File: config.mk
export PLATFORM = sky130hd
export DESIGN_NAME = reg_update_scheduler
export DESIGN_NICKNAME = d
export VERILOG_FILES = /design/src/rtl/reg_update_scheduler_pkg.sv /design/src/rtl/reg_update_fifo.sv /design/src/rtl/reg_update_scheduler.sv
export SDC_FILE = /design/constraint.sdc
export NUM_CORES = 1
export LEC_CHECK = 0
export ABC_AREA = 1
export ABC_CLOCK_PERIOD_IN_PS = 2200
export CAP_MARGIN = 20
export CORE_MARGIN = 3
export CORE_UTILIZATION = 49
export CTS_CLUSTER_DIAMETER = 150
export DETAILED_ROUTE_END_ITERATION = 10
export GPL_TIMING_DRIVEN = 1
export PLACE_DENSITY = 0.71
export SLEW_MARGIN = 30
export SYNTH_ARGS = -nofsm -noshare
export SYNTH_HDL_FRONTEND = slang
export SYNTH_HIERARCHICAL = 1
export SYNTH_SLANG_ARGS = --single-unit
File: constraint.sdc
create_clock -name clk -period 2.2 [get_ports clk]
set_input_delay 0.44 -clock clk [delete_from_list [all_inputs] [get_ports clk]]
set_output_delay 0.44 -clock clk [all_outputs]
set_load 0.05 [all_outputs]
File: src/rtl/reg_update_scheduler_pkg.sv
// rtl/reg_update_scheduler_pkg.sv - shared FSM encoding and entry layout for reg_update_scheduler
package reg_update_scheduler_pkg;

  typedef enum logic [1:0] {
    ST_IDLE  = 2'd0,
    ST_ISSUE = 2'd1,
    ST_NEXT  = 2'd2
  } sched_state_t;

  localparam int DEF_N_BLOCKS       = 32;
  localparam int DEF_REG_ADDR_WIDTH = 4;
  localparam int DEF_DATA_WIDTH     = 16;
  localparam int DEF_FIFO_DEPTH     = 8;
  localparam int DEF_MAX_PER_TICK   = 4;

  // Entries are packed as {block, reg, data} with data in the low bits.
  function automatic int entry_width(input int block_w, input int reg_w, input int data_w);
    return block_w + reg_w + data_w;
  endfunction

endpackage

File: src/rtl/reg_update_fifo.sv
// rtl/reg_update_fifo.sv - pending-update FIFO; in-place coalescing under REG_UPDATE_COALESCE_EN
// Pointers wrap naturally because depth is a power of two.
module reg_update_fifo
  import reg_update_scheduler_pkg::*;
#(
  parameter int BLOCK_W = 5,
  parameter int REG_W   = DEF_REG_ADDR_WIDTH,
  parameter int DATA_W  = DEF_DATA_WIDTH,
  parameter int DEPTH   = DEF_FIFO_DEPTH,
  parameter int CNT_W   = $clog2(DEF_FIFO_DEPTH) + 1
) (
  input  logic               clk,
  input  logic               reset_n,
  input  logic               flush,
  input  logic               push_valid,
  output logic               push_ready,
  input  logic [BLOCK_W-1:0] push_block,
  input  logic [REG_W-1:0]   push_reg,
  input  logic [DATA_W-1:0]  push_data,
  input  logic               pop,
  input  logic               protect_head,
  output logic [BLOCK_W-1:0] head_block,
  output logic [REG_W-1:0]   head_reg,
  output logic [DATA_W-1:0]  head_data,
  output logic [CNT_W-1:0]   count,
  output logic               empty
);

  localparam int PTR_W   = $clog2(DEPTH);
  localparam int ENTRY_W = entry_width(BLOCK_W, REG_W, DATA_W);

  logic [ENTRY_W-1:0] mem [DEPTH];
  logic [PTR_W-1:0]   rd_ptr;
  logic [PTR_W-1:0]   wr_ptr;
  logic [CNT_W-1:0]   cnt;
  logic               full;
  logic               push_do;
  logic               write_new;
  logic               pop_do;
  logic               coalesce;
  logic [PTR_W-1:0]   match_idx;

  assign full  = (cnt == CNT_W'(DEPTH));
  assign empty = (cnt == '0);
  assign count = cnt;

  assign head_block = mem[rd_ptr][ENTRY_W-1:REG_W+DATA_W];
  assign head_reg   = mem[rd_ptr][REG_W+DATA_W-1:DATA_W];
  assign head_data  = mem[rd_ptr][DATA_W-1:0];

`ifdef REG_UPDATE_COALESCE_EN
  logic match;

  // Scan in age order so the last hit is the newest pending copy of the key.
  always_comb begin
    logic [PTR_W-1:0] idx;
    match     = 1'b0;
    match_idx = '0;
    idx       = '0;
    for (int k = 0; k < DEPTH; k++) begin
      idx = rd_ptr + PTR_W'(k);
      if ((CNT_W'(k) < cnt) && !(protect_head && (k == 0)) &&
          (mem[idx][ENTRY_W-1:DATA_W] == {push_block, push_reg})) begin
        match     = 1'b1;
        match_idx = idx;
      end
    end
  end

  assign push_ready = !full || match;
  assign coalesce   = push_valid && match && !flush;
`else
  logic unused_protect;
  assign unused_protect = protect_head;
  assign match_idx      = '0;
  assign push_ready     = !full;
  assign coalesce       = 1'b0;
`endif

  assign push_do   = push_valid && push_ready && !flush;
  assign write_new = push_do && !coalesce;
  assign pop_do    = pop && !empty && !flush;

  always_ff @(posedge clk) begin
    if (write_new) begin
      mem[wr_ptr] <= {push_block, push_reg, push_data};
    end
    if (coalesce) begin
      mem[match_idx][DATA_W-1:0] <= push_data;
    end
  end

  always_ff @(posedge clk or negedge reset_n) begin
    if (!reset_n) begin
      rd_ptr <= '0;
      wr_ptr <= '0;
      cnt    <= '0;
    end else if (flush) begin
      rd_ptr <= '0;
      wr_ptr <= '0;
      cnt    <= '0;
    end else begin
      if (write_new) wr_ptr <= wr_ptr + PTR_W'(1);
      if (pop_do)    rd_ptr <= rd_ptr + PTR_W'(1);
      case ({write_new, pop_do})
        2'b10:   cnt <= cnt + CNT_W'(1);
        2'b01:   cnt <= cnt - CNT_W'(1);
        default: cnt <= cnt;
      endcase
    end
  end

endmodule

File: src/rtl/reg_update_scheduler.sv
// rtl/reg_update_scheduler.sv - commits queued register updates only at sample boundaries
// Optional in-place coalescing of duplicate (block, reg) updates: REG_UPDATE_COALESCE_EN.
module reg_update_scheduler
  import reg_update_scheduler_pkg::*;
#(
  parameter int n_blocks       = DEF_N_BLOCKS,
  parameter int reg_addr_width = DEF_REG_ADDR_WIDTH,
  parameter int data_width     = DEF_DATA_WIDTH,
  parameter int fifo_depth     = DEF_FIFO_DEPTH,
  parameter int max_per_tick   = DEF_MAX_PER_TICK
) (
  input  logic                          clk,
  input  logic                          reset_n,
  input  logic                          upd_valid,
  output logic                          upd_ready,
  input  logic [$clog2(n_blocks)-1:0]   upd_block,
  input  logic [reg_addr_width-1:0]     upd_reg,
  input  logic [data_width-1:0]         upd_data,
  input  logic                          sample_tick,
  input  logic                          flush,
  output logic                          wr_en,
  output logic [$clog2(n_blocks)-1:0]   wr_block,
  output logic [reg_addr_width-1:0]     wr_reg,
  output logic [data_width-1:0]         wr_data,
  input  logic                          wr_ack,
  output logic                          batch_done,
  output logic [$clog2(fifo_depth):0]   fifo_count,
  output logic                          overflow
);

  localparam int BLOCK_W = $clog2(n_blocks);
  localparam int CNT_W   = $clog2(fifo_depth) + 1;
  localparam int BATCH_W = $clog2(max_per_tick + 1);

  sched_state_t          state;
  logic [BATCH_W-1:0]    batch_cnt;
  logic [BLOCK_W-1:0]    head_block;
  logic [reg_addr_width-1:0] head_reg;
  logic [data_width-1:0] head_data;
  logic                  empty;
  logic                  pop;
  logic                  protect_head;

  assign pop = (state == ST_ISSUE) && wr_ack && !flush;

  // The head is also shielded on the cycle it is being loaded into wr_*.
  assign protect_head = (state != ST_IDLE) || (sample_tick && !empty);

  reg_update_fifo #(
    .BLOCK_W (BLOCK_W),
    .REG_W   (reg_addr_width),
    .DATA_W  (data_width),
    .DEPTH   (fifo_depth),
    .CNT_W   (CNT_W)
  ) u_fifo (
    .clk          (clk),
    .reset_n      (reset_n),
    .flush        (flush),
    .push_valid   (upd_valid),
    .push_ready   (upd_ready),
    .push_block   (upd_block),
    .push_reg     (upd_reg),
    .push_data    (upd_data),
    .pop          (pop),
    .protect_head (protect_head),
    .head_block   (head_block),
    .head_reg     (head_reg),
    .head_data    (head_data),
    .count        (fifo_count),
    .empty        (empty)
  );

  always_ff @(posedge clk or negedge reset_n) begin
    if (!reset_n) begin
      overflow <= 1'b0;
    end else if (flush) begin
      overflow <= 1'b0;
    end else if (upd_valid && !upd_ready) begin
      overflow <= 1'b1;
    end
  end

  always_ff @(posedge clk or negedge reset_n) begin
    if (!reset_n) begin
      state      <= ST_IDLE;
      batch_cnt  <= '0;
      wr_en      <= 1'b0;
      wr_block   <= '0;
      wr_reg     <= '0;
      wr_data    <= '0;
      batch_done <= 1'b0;
    end else if (flush) begin
      state      <= ST_IDLE;
      batch_cnt  <= '0;
      wr_en      <= 1'b0;
      batch_done <= 1'b0;
    end else begin
      batch_done <= 1'b0;
      case (state)
        ST_IDLE: begin
          if (sample_tick && !empty) begin
            wr_block  <= head_block;
            wr_reg    <= head_reg;
            wr_data   <= head_data;
            wr_en     <= 1'b1;
            batch_cnt <= '0;
            state     <= ST_ISSUE;
          end
        end
        ST_ISSUE: begin
          if (wr_ack) begin
            wr_en     <= 1'b0;
            batch_cnt <= batch_cnt + BATCH_W'(1);
            state     <= ST_NEXT;
          end
        end
        ST_NEXT: begin
          if (!empty && (batch_cnt < BATCH_W'(max_per_tick))) begin
            wr_block <= head_block;
            wr_reg   <= head_reg;
            wr_data  <= head_data;
            wr_en    <= 1'b1;
            state    <= ST_ISSUE;
          end else begin
            batch_done <= 1'b1;
            state      <= ST_IDLE;
          end
        end
        default: begin
          wr_en <= 1'b0;
          state <= ST_IDLE;
        end
      endcase
    end
  end

endmodule
* Word-level counts from Yosys, hierarchy flattened *
Memory sizes are Yosys's and may differ from the RTL's.
Cells that the tools add are included.

word-level totals
  input port bits = 31
  register bits after elaboration = 43
  memories kept = 1
  output and inout port bits = 33
  RAM bits = 200

cells by class
  equality and inequality tests = 10
  reduce and logical (&&, ||, !) cells = 24
  bitwise gates (word level) = 1
  magnitude comparators = 1
  mux-type cells = 36
  add/subtract/negate cells = 5

memories
  name        depth  bits a word  rd ports  clocked after Yosys merged registers in  wr ports  RTL line               RTL
  u_fifo.mem  8      25           1         0                                        1         reg_update_fifo.sv:32  logic [ENTRY_W-1:0] mem [DEPTH];

operators by type and width
  operator             count
  $mux 16              2
  $pmux 16 s2          1
  $mux 3               7
  $pmux 4 s2           2
  $mux 1               12
  $mux 4               3
  $mux 5               2
  $pmux 5 s2           1
  $add 3x1->3 const B  3
  $logic_and 1x1->1    9
  $ne 3x3->1 const B   3
  $reduce_bool 2->1    4
  $mux 2               3
  $pmux 2 s3           1
  $pmux 3 s2           1
  $reduce_and 3->1     2
  $reduce_bool 3->1    2
  $add 4x1->4 const B  1
  $eq 2x1->1 const B   2
  $eq 2x2->1 const B   2
  $eq 4x4->1 const B   1
  $logic_not 4->1      1
  $ne 2x2->1 const B   2
  $reduce_and 4->1     1
  other kinds (7)      9

* Depth between registers and ports, before layout *
  depth after elaboration = 8
  mapped depth = 17
  depth with buffers taken out = 17

* Hierarchy *
Netlist, hierarchy kept.

modules (own cells, without submodules)
  module                times used  area an instance (µm²)  cells each
  reg_update_fifo       1           8438.1                  681
  reg_update_scheduler  1           1503.9                  156

* Worst setup path before layout *
No wires, ideal clock.

  kind = flip-flop to flip-flop
  from = reg u_fifo.cnt[0] (netlist: u_fifo/count[0])
  to = mem u_fifo/mem[0][0] (netlist name) (enable)
  path buffers = 0
  period minus slack after synthesis = 2.929 ns
  setup time = 0.407 ns
  arrival time = 2.522 ns
  cell stages (with the launch flop) = 7
  slack = -0.729 ns
  path through = dfrtp_1 > nor2_2 > nand2_2 > nand3_1 > inv_1 > nand2_1 > nor2_1

on the way
  cells in the longest elaborated chain, start to end = 6

RTL lines
  element                         RTL line                    RTL
  from (decl)                     reg_update_fifo.sv:35       logic [CNT_W-1:0] cnt;
  from (signal assigned)          reg_update_fifo.sv:106      2'b10: cnt <= cnt + CNT_W'(1);
  from (signal assigned)          reg_update_fifo.sv:107      2'b01: cnt <= cnt - CNT_W'(1);
  from (signal assigned)          reg_update_fifo.sv:108      default: cnt <= cnt;
  $eq 4x4->1                      reg_update_fifo.sv:43       assign full = (cnt == CNT_W'(DEPTH));
  $logic_not 1->1                 reg_update_fifo.sv:76       assign push_ready = !full;
  named net upd_ready             reg_update_scheduler.sv:15  output logic upd_ready,
  $logic_and 1x1->1 (2 in a row)  reg_update_fifo.sv:80       assign push_do = push_valid && push_ready && !flush;
  $mux 1                          reg_update_fifo.sv:85       if (write_new) begin
  $mux 1 (implied by the code)    reg_update_fifo.sv:86       mem[wr_ptr] <= {push_block, push_reg, push_data};
  to (decl)                       reg_update_fifo.sv:32

The timed path passes the listed nets, and every way through them passes these cells.

* Worst setup path in the final report *
  from = reg wr_data[5]
  to = out wr_data[5]

RTL lines
  element                 RTL line                     RTL
  from (decl)             reg_update_scheduler.sv:24   output logic [data_width-1:0] wr_data,
  from (signal assigned)  reg_update_scheduler.sv:104  wr_data <= head_data;
  from (signal assigned)  reg_update_scheduler.sv:121  wr_data <= head_data;

No word-level cell between the ends.

==> flow_metrics.tcl <==
set metrics [dict create \
    cts_tree "yes" \
    regMostFlops "u_fifo/mem" \
    dp_cells 1164 \
    io_buffers 63 \
    cp-end-kind "primary output" \
    worstReg2RegStart "state[1]" \
    drt-total-wl_um 20600 \
    ys_warn_count 6 \
    drive_gt1_frac 0.149 \
    reg.largest.list "u_fifo/mem x200, wr_data x16, wr_block x5" \
    ant_nets 0 \
    critPathArrivalTime_ps 1700 \
    cts_buffers 25 \
    grt_use_total 0.186 \
    power_density_nw_per_um2 982 \
    grt_max_degree 102 \
    status "finished clean" \
    h-tree-depth 1 \
    drc_errors 0 \
    antenna_found_initial 0 \
    cts_sinks 243 \
    die_area_um2 22000 \
    ys_ff_latch 243 \
    path_cells "clkdlybuf4s50_1" \
    dr.max_layer_used "met4" \
    clockBufferDepth 3 \
    ys_types 30 \
    p_int_uw 8330 \
    synth_edf_count 200 \
    critPathTopFamily "buffers and inverters" \
    synthesis.area_um2 9940 \
    die_w_um 148 \
    synth_area_per_cell_um2 11.9 \
    cp_slowest_cell "clkdlybuf4s50_1" \
    clock_latency_ps 510 \
    slowest_delay_ps 810 \
    slew_headroom 0.644 \
    tightest_slew_ps 534 \
    fill_cells 1525 \
    syn-num-nets 874 \
    final_cells 1210 \
    hp-start "wr_en" \
    crit_start "wr_data[5]" \
    dr.first_iter.drc_count 420 \
    ys_seq_area_frac 0.712 \
    power.switching_uw 3480 \
    grt_pass1_wl_um 32600 \
    largest_reg_flops 200 \
    grt_pass1_vias 6194 \
    maxCapViolations 0 \
    place_congestion 0.818 \
    fp-row-count 51 \
    avgRoutedWirePerCell_um 17.0 \
    switching_share 0.294 \
    dp_hpwl_um 12700 \
    period_share 0.975 \
    cp_max_fo 2 \
    drt-pass1-iter-count 5 \
    final_common_cell "edfxtp_1" \
    syn2layout_area_growth_pct 20.8 \
    drv_slew 0 \
    final.setup.tns_ps 0 \
    vias 6387 \
    fin_crit_ps 2140 \
    rsz0062_at_grt "true" \
    finalInstanceArea_um2 12000 \
    cp_data_required_time_ps 1760 \
    wl_met1_um 9260 \
    p_seq_frac 0.465 \
    finalHoldViolCount 0 \
    via_per_inst 5.28 \
    synth_top_flop_cell "edfxtp_1" \
    cp_num_buf_inv 1 \
    peakVddDrop_uv 537 \
    critical_path_class "reg -> out" \
    cts.clk_slew.worst_paths_ps 70 \
    die_h_um 148 \
    num_antenna_cells 0 \
    nNetsFinal 964 \
    mostFrequentLayoutCells "edfxtp_1 (200), nand2_1 (142), nor2_1 (132), o21ai_1 (57), clkdlybuf4s50_1 (56)" \
    start_util 0.504 \
    root_buffer "clkbuf_16" \
    placed_area_um2 11200 \
    synthCells 837 \
    grt_overflow_total 0 \
    dr_wl_met2_um 9880 \
    clkPwrFrac 0.333 \
    finalSetupViolCount 0 \
    p_leak_uw 0.00453 \
    coreArea_um2 19700 \
    timing.fmax_mhz 466 \
    startpoint_type "register" \
    async_flop_share 0.177 \
    finClkSkew_ps 8.50 \
    io_pins 64 \
    combPwrFrac 0.202 \
    hp-class "reg -> reg" \
    wl_met3_um 1070 \
]
metrics by stage:
step	utilization	total power, uW	hold slack (ps)	setup WS, ps
3_5_place_dp	0.570	7980	458	-408
2_1_floorplan	-	7140	144	25.2
3_3_place_gp	0.570	7940	455	-285
6_report	0.609	11800	480	55.2
4_1_cts	0.609	11900	485	-39.4
5_1_grt	0.609	12300	499	-18.2
synth_stat cells (2+ instances only):
master    count  share of area
a21oi_2       2         0.0018
nand2_1     142          0.054
a21oi_1      29          0.015
o21ai_1      57          0.029
a31oi_1      25          0.016
nor2_2        3         0.0019
buf_4         8         0.0060
dfrtp_1      43           0.11
edfxtp_1    200           0.60
inv_1        42          0.016
ha_1          5         0.0063
nand2_2       3         0.0019
clkbuf_1     16         0.0060
nor2_1      141          0.053
nand3_1      10         0.0050
o21ai_2      25          0.022
o21ai_0      50          0.025
nand3_4       2         0.0035
nand2_4       3         0.0034
inv_2         5         0.0019
buf_6         6         0.0068
buf_2        12         0.0060
final timing paths:
check | cells past startpoint | slack [ps] | to
worst max-delay path | 1 | 60 | wr_data[5]
worst min-delay path | 2 | 480 | wr_en
worst max register to register | 16 | 140 | u_fifo/count[3]
worst min register to register | 2 | 480 | wr_en
max in group asynchronous | 3 | 1280 | u_fifo/rd_ptr[0]
min in group asynchronous | 3 | 520 | wr_data[4]
per-layer routing:
layer / GRT usage / vias up
met5: 0 / -
met4: 0.0485 / 0
met3: 0.0305 / 29
met2: 0.312 / 202
met1: 0.256 / 3081
li1: - / 3075
cells by family after synthesis:
group | after synthesis | synth area share
compound gates | 190 | 0.110
xor+xnor | 1 | 0.000881
fa+ha+maj | 6 | 0.00831
buf+inv | 90 | 0.0430
flops | 243 | 0.712
simple gates | 307 | 0.125
power groups by stage:
stage | Clock, uW | Sequential, uW | Combinational, uW
2_1_floorplan | 0 | 6360 | 775
3_3_place_gp | 0 | 5570 | 2380
3_5_place_dp | 0 | 5580 | 2400
4_1_cts | 4030 | 5480 | 2410
5_1_grt | 4230 | 5520 | 2550
6_report | 3930 | 5480 | 2390
area by class of cell:
type	count	area, um2	area share
clock buffer	28	637	0.0530
clock inverter	17	136	0.0114
inverter	48	180	0.0150
multi-input combinational	504	2500	0.208
sequential	243	7090	0.590
tap	265	332	0.0276
timing repair buffer	105	1140	0.0946
repair_timing:
action,CTS,global route
gates resized for setup,5,5
setup buffers,0,0
hold buffers,1,0
cloned,0,0
endpoints found under the setup margin,5,3
hold endpoints to repair,1,0
(Power assumes the default switching activity.)
